$ cat config.mk
export PLATFORM = sky130hd
export DESIGN_NAME = div_32_seq
export DESIGN_NICKNAME = d
export VERILOG_FILES = /design/src/rtl/div_pkg.sv /design/src/rtl/div_step.sv /design/src/rtl/div_32_seq.sv
export SDC_FILE = /design/constraint.sdc
export NUM_CORES = 1
export LEC_CHECK = 0
export BUFFER_PORTS_ARGS = -buffer_cell sky130_fd_sc_hd__buf_2
export CAP_MARGIN = 20
export CORE_MARGIN = 5
export CORE_UTILIZATION = 60
export CTS_CLUSTER_DIAMETER = 200
export DETAILED_ROUTE_END_ITERATION = 7
export GPL_ROUTABILITY_DRIVEN = 1
export PLACE_DENSITY_LB_ADDON = 0.1
export SYNTH_ARGS = -nofsm -noshare
export SYNTH_HDL_FRONTEND = slang
export SYNTH_SLANG_ARGS = --single-unit
$ cat constraint.sdc
create_clock -name clk -period 11.6 [get_ports clk]
set_clock_uncertainty 0.05 [all_clocks]
set_input_delay 0.58 -clock clk [delete_from_list [all_inputs] [get_ports clk]]
set_output_delay 0.58 -clock clk [all_outputs]
set_load 0.01 [all_outputs]
$ cat src/rtl/div_pkg.sv
// Shared types and constants for the sequential restoring divider.
package div_pkg;

  typedef enum logic [1:0] {
    IDLE,
    RUN,
    FIN
  } state_t;

  localparam int unsigned DIV_WIDTH = 32;

  localparam logic [DIV_WIDTH-1:0] DIV0_QUOTIENT = {DIV_WIDTH{1'b1}};

endpackage

$ cat src/rtl/div_step.sv
// One restoring-division iteration: shift in the next dividend bit, trial-subtract the divisor.
module div_step #(
  parameter int unsigned WIDTH = 32
) (
  input  logic [WIDTH-1:0] rem,
  input  logic             quo_msb,
  input  logic [WIDTH-1:0] divisor,
  output logic [WIDTH-1:0] rem_next,
  output logic             q_bit,
  output logic             borrow
);

  logic [WIDTH:0]   shifted;
  logic [WIDTH+1:0] trial;

  always_comb begin
    shifted  = {rem, quo_msb};
    // One guard bit past WIDTH+1 so the top bit is the borrow out.
    trial    = {1'b0, shifted} - {2'b00, divisor};
    borrow   = trial[WIDTH+1];
    q_bit    = ~borrow;
    rem_next = borrow ? shifted[WIDTH-1:0] : trial[WIDTH-1:0];
  end

endmodule

$ cat src/rtl/div_32_seq.sv
// Sequential 32-bit restoring divider, lo = quotient, hi = remainder, one quotient bit per clock.
// Optional two's-complement mode behind `DIV_SIGNED_EN (adds the signed_op input).
module div_32_seq
  import div_pkg::*;
#(
  parameter int unsigned WIDTH = DIV_WIDTH,
  parameter int unsigned CNT_W = 6
) (
  input  logic             clk,
  input  logic             rst,
  input  logic             start,
  input  logic [WIDTH-1:0] dividend,
  input  logic [WIDTH-1:0] divisor,
`ifdef DIV_SIGNED_EN
  input  logic             signed_op,
`endif
  output logic [WIDTH-1:0] hi,
  output logic [WIDTH-1:0] lo,
  output logic             busy,
  output logic             done,
  output logic             div_by_zero
);

  state_t           state;
  logic [CNT_W-1:0] cnt;
  logic [WIDTH-1:0] rem_q;
  logic [WIDTH-1:0] quo_q;
  logic [WIDTH-1:0] dvs_q;

  logic [WIDTH-1:0] step_rem;
  logic             step_qbit;
  logic             step_borrow;
  logic             unused_borrow;
  logic [WIDTH-1:0] quo_next;
  logic [WIDTH-1:0] mag_a;
  logic [WIDTH-1:0] mag_b;
  logic [WIDTH-1:0] fin_hi;
  logic [WIDTH-1:0] fin_lo;

  div_step #(
    .WIDTH(WIDTH)
  ) u_step (
    .rem     (rem_q),
    .quo_msb (quo_q[WIDTH-1]),
    .divisor (dvs_q),
    .rem_next(step_rem),
    .q_bit   (step_qbit),
    .borrow  (step_borrow)
  );

  assign unused_borrow = step_borrow;
  assign quo_next      = {quo_q[WIDTH-2:0], step_qbit};

`ifdef DIV_SIGNED_EN
  logic neg_a;
  logic neg_b;
  logic neg_quo_q;
  logic neg_rem_q;

  always_comb begin
    neg_a  = signed_op & dividend[WIDTH-1];
    neg_b  = signed_op & divisor[WIDTH-1];
    mag_a  = neg_a ? (~dividend + 1'b1) : dividend;
    mag_b  = neg_b ? (~divisor + 1'b1) : divisor;
    // Truncation toward zero: quotient negated on sign mismatch, remainder follows dividend.
    fin_lo = neg_quo_q ? (~quo_next + 1'b1) : quo_next;
    fin_hi = neg_rem_q ? (~step_rem + 1'b1) : step_rem;
  end

  always_ff @(posedge clk or posedge rst) begin
    if (rst) begin
      neg_quo_q <= 1'b0;
      neg_rem_q <= 1'b0;
    end else if (state == IDLE && start) begin
      neg_quo_q <= neg_a ^ neg_b;
      neg_rem_q <= neg_a;
    end
  end
`else
  always_comb begin
    mag_a  = dividend;
    mag_b  = divisor;
    fin_lo = quo_next;
    fin_hi = step_rem;
  end
`endif

  always_ff @(posedge clk or posedge rst) begin
    if (rst) begin
      state       <= IDLE;
      cnt         <= '0;
      rem_q       <= '0;
      quo_q       <= '0;
      dvs_q       <= '0;
      hi          <= '0;
      lo          <= '0;
      busy        <= 1'b0;
      done        <= 1'b0;
      div_by_zero <= 1'b0;
    end else begin
      case (state)
        IDLE: begin
          if (start) begin
            div_by_zero <= 1'b0;
            dvs_q       <= mag_b;
            if (divisor == '0) begin
              // Results are staged here and published from FIN.
              rem_q <= dividend;
              quo_q <= WIDTH'(DIV0_QUOTIENT);
              state <= FIN;
            end else begin
              rem_q <= '0;
              quo_q <= mag_a;
              cnt   <= '0;
              busy  <= 1'b1;
              state <= RUN;
            end
          end
        end
        RUN: begin
          rem_q <= step_rem;
          quo_q <= quo_next;
          cnt   <= cnt + 1'b1;
          if (cnt == CNT_W'(WIDTH - 1)) begin
            hi    <= fin_hi;
            lo    <= fin_lo;
            busy  <= 1'b0;
            done  <= 1'b1;
            state <= FIN;
          end
        end
        FIN: begin
          if (!done) begin
            // Only the divide-by-zero path arrives here with done still low.
            hi          <= rem_q;
            lo          <= quo_q;
            div_by_zero <= 1'b1;
            done        <= 1'b1;
          end else begin
            done  <= 1'b0;
            state <= IDLE;
          end
        end
        default: state <= IDLE;
      endcase
    end
  end

endmodule

==> results.md <==
* DRT Wirelength at around 28000 um
* Measured slew at the worst slew-check pin at between 1000 and 1500 ps
* Drt drc at 0
* FILL cells at approximately 1.3k
* Final worst-path cycle share at 33.0%
* Worst VDD drop at approximately 0.00023 V
* Grt ovf at 0
* Worst R2R Start: rem_q[0]
* Max frequency at about 260 MHz
* I/O pin count at 134
* Top-count cell post-synth: dfrtp_1
* Net Count, Synth at between 1k and 1.5k
* First-pass GRT wire length at about 45000 um
* Number of global-route vias before repair at roughly 8.5k
* Status: completed
* Worst r2r dst: hi[0]
* Reg2Reg Depth at 11
* Async SR Flop Fraction at 100%
* Largest net degree at the start of global routing at 98
* Post-CTS Setup Repair Bufs at 0
* P_leak at roughly 4.9 nW
* Fin Hold WS at 159 ps
* CTS Root Cell: clkbuf_16
* Synth Register Bits at between 150 and 200
* Row cnt at 46
* Area of the core at ~16000 um2
* Register area share after synthesis at 44.6%
* Worst-path maximum fanout at 21
* DRT iter0 DRCs at 766
* RSZ-0062 raised after global routing: false
* CTS resizes at 0
* Initial Utilization at 60.9%
* WL per Instance at around 19 um
* Pwr Density at ~360 nW/um2
* CP arrival at around 4100 ps
* Cells after Synth at about 1.1k
* Critical Path RT at 11890 ps
* # clock sinks at 171
* Die area at around 19000 um2
* Most instantiated cells after synthesis: 171 x dfrtp_1, 170 x nand2_1, 90 x nor2_1
* Worst-path clk slew at roughly 70 ps
* Kind of critical path: reg -> reg
* Clock Tree Buf Depth at 2
* Hpwl dp at between 15000 and 20000 um
* Most used DFF post-synth: dfrtp_1
* First drt pass iteration count at 5
* Worst slew margin at between 30% and 40%
* Count of distinct cell types in the synthesized netlist at 65
* PortBufs at 133
* Max-slew violations at 0
* Chip height at between 100 and 150 um
* Layout cells sized above 1 at between 10% and 20%
* Mapped Area at 9600 um2
* Initial antenna violation count at 0
* Yosys top cell area share at ~45%
* Reg-to-reg slack, setup at slightly below 8000 ps
* Worst-Skew Late Latency at approximately 440 ps
* Warnings, synthesis at 0
* Total of max-cap violations at 0
* Worst hold path class: in -> async
* Worst setup EP type: flip-flop
* Routed Antenna Nets at 0
* CTS H-tree depth at 4
* Synth area leader: dfrtp_1
* EDFF count, synth at 0
* Crit start category: flip-flop
* Placed cells at 1382
* Antenna Cells at 0
* Vias at between 8k and 9k
* Avg Synthesized Cell Area at 8.82 um2
* Pwr Total at between 3 and 4 mW
* Final Hold Fails at 0
* Die Span X at ~140 um
* CTS tree: yes
* Synth area leaders: dfrtp_1 45%, nand2_1 6.6%, ha_1 4.3%
* Final setup fails at 0
* GRT Util Overall at a little under a third
* CTS Buf Count at 17
* Setup tns final at 0 ps
* Synthesis-to-finish area growth at 14.4%
* Final nets at between 1k and 1.5k
* Min Tclk post-route at around 3800 ps
* Non-Filler Instances at between 1k and 1.5k
* Placer congestion estimate at a little under 0.9
* Number of hold buffers added after cts at 0
* DR vias/cell at about 6
[placed cells by master, fill, tap and decap left out, drive strengths merged, types with 40 or more instances in the layout]
master	count
nand2	170
a31oi	43
buf	149
nor3	40
o21ai	109
nor2	90
a21oi	51
dfrtp	171
inv	50
[flip-flops by register name, indices dropped and copies added, names as in the netlist]
name	flops
done	1
lo	32
dvs_q	32
rem_q	32
hi	32
quo_q	32
state	2
busy	1
cnt	6
div_by_zero	1
[layer usage]
layer / routed length, um / GRT usage (%) / up-vias
met1: 11500 / 41.3 / 4214
met3: 1860 / 5.48 / 60
met2: 13100 / 49.2 / 336
met4: 1010 / 12.6 / 0
met5: 0 / 0 / -
li1: - / - / 4091
[per-stage QoR]
stage	area [um2]	utilization (%)	worst slack, ps
2_1_floorplan	9600	-	6340
3_3_place_gp	10400	65.8	7900
3_5_place_dp	10400	65.8	7820
4_1_cts	11000	69.6	7810
5_1_grt	11000	69.6	7550
6_report	11000	69.6	7770
[worst max path at each step]
stage / startpoint / endpoint / slack, ps
5_1_grt: rem_q[0] / hi[0] / 7550
2_1_floorplan: rst / busy / 6340
4_1_cts: rem_q[0] / hi[0] / 7810
3_3_place_gp: rem_q[0] / hi[0] / 7900
6_report: rem_q[0] / hi[0] / 7770
3_5_place_dp: rem_q[0] / hi[0] / 7820
[logic make-up (layout without fill, tap and decap cells)]
| logic type | Yosys count | in the layout | share of synthesized area, % |
|---|---|---|---|
| AO/OA/AOI/OAI | 342 | 342 | 23.3 |
| XOR/XNOR | 29 | 29 | 2.65 |
| adder cells (fa/ha/maj) | 34 | 34 | 4.51 |
| buffers and inverters | 114 | 224 | 5.06 |
| flip-flops | 171 | 171 | 44.6 |
| multiplexers | 30 | 30 | 3.14 |
| AND/OR/NAND/NOR | 368 | 368 | 16.7 |
[layout make-up]
| cell class | count | area, um2 | area share (%) |
|---|---|---|---|
| Multi-Input combinational cell | 803 | 4870 | 44.3 |
| Sequential cell | 171 | 4280 | 39.0 |
| Timing Repair Buffer | 149 | 786 | 7.15 |
| Clock buffer | 18 | 429 | 3.91 |
| Tap cell | 216 | 270 | 2.46 |
| Clock inverter | 14 | 184 | 1.67 |
| Inverter | 43 | 166 | 1.52 |
[report_power, final]
group | total, mW | switching [mW] | internal, mW | leakage (nW)
combinational | 2.28 | 1.38 | 0.894 | 2.56
clock | 0.607 | 0.261 | 0.345 | 0.297
sequential | 1.10 | 0.217 | 0.878 | 2.03
total | 3.98 | 1.86 | 2.12 | 4.89
[critical path, stage by stage, from the launching register on]
cell,delay [ps]
dfrtp_1,440
ha_1,300
nor2b_1,170
o31a_1,190
a21o_1,190
o211ai_2,170
a2111oi_4,420
o211ai_2,270
a21oi_4,550
buf_4,450
mux2_2,390
o211ai_1,150
Power figures use the tool's default switching activity.
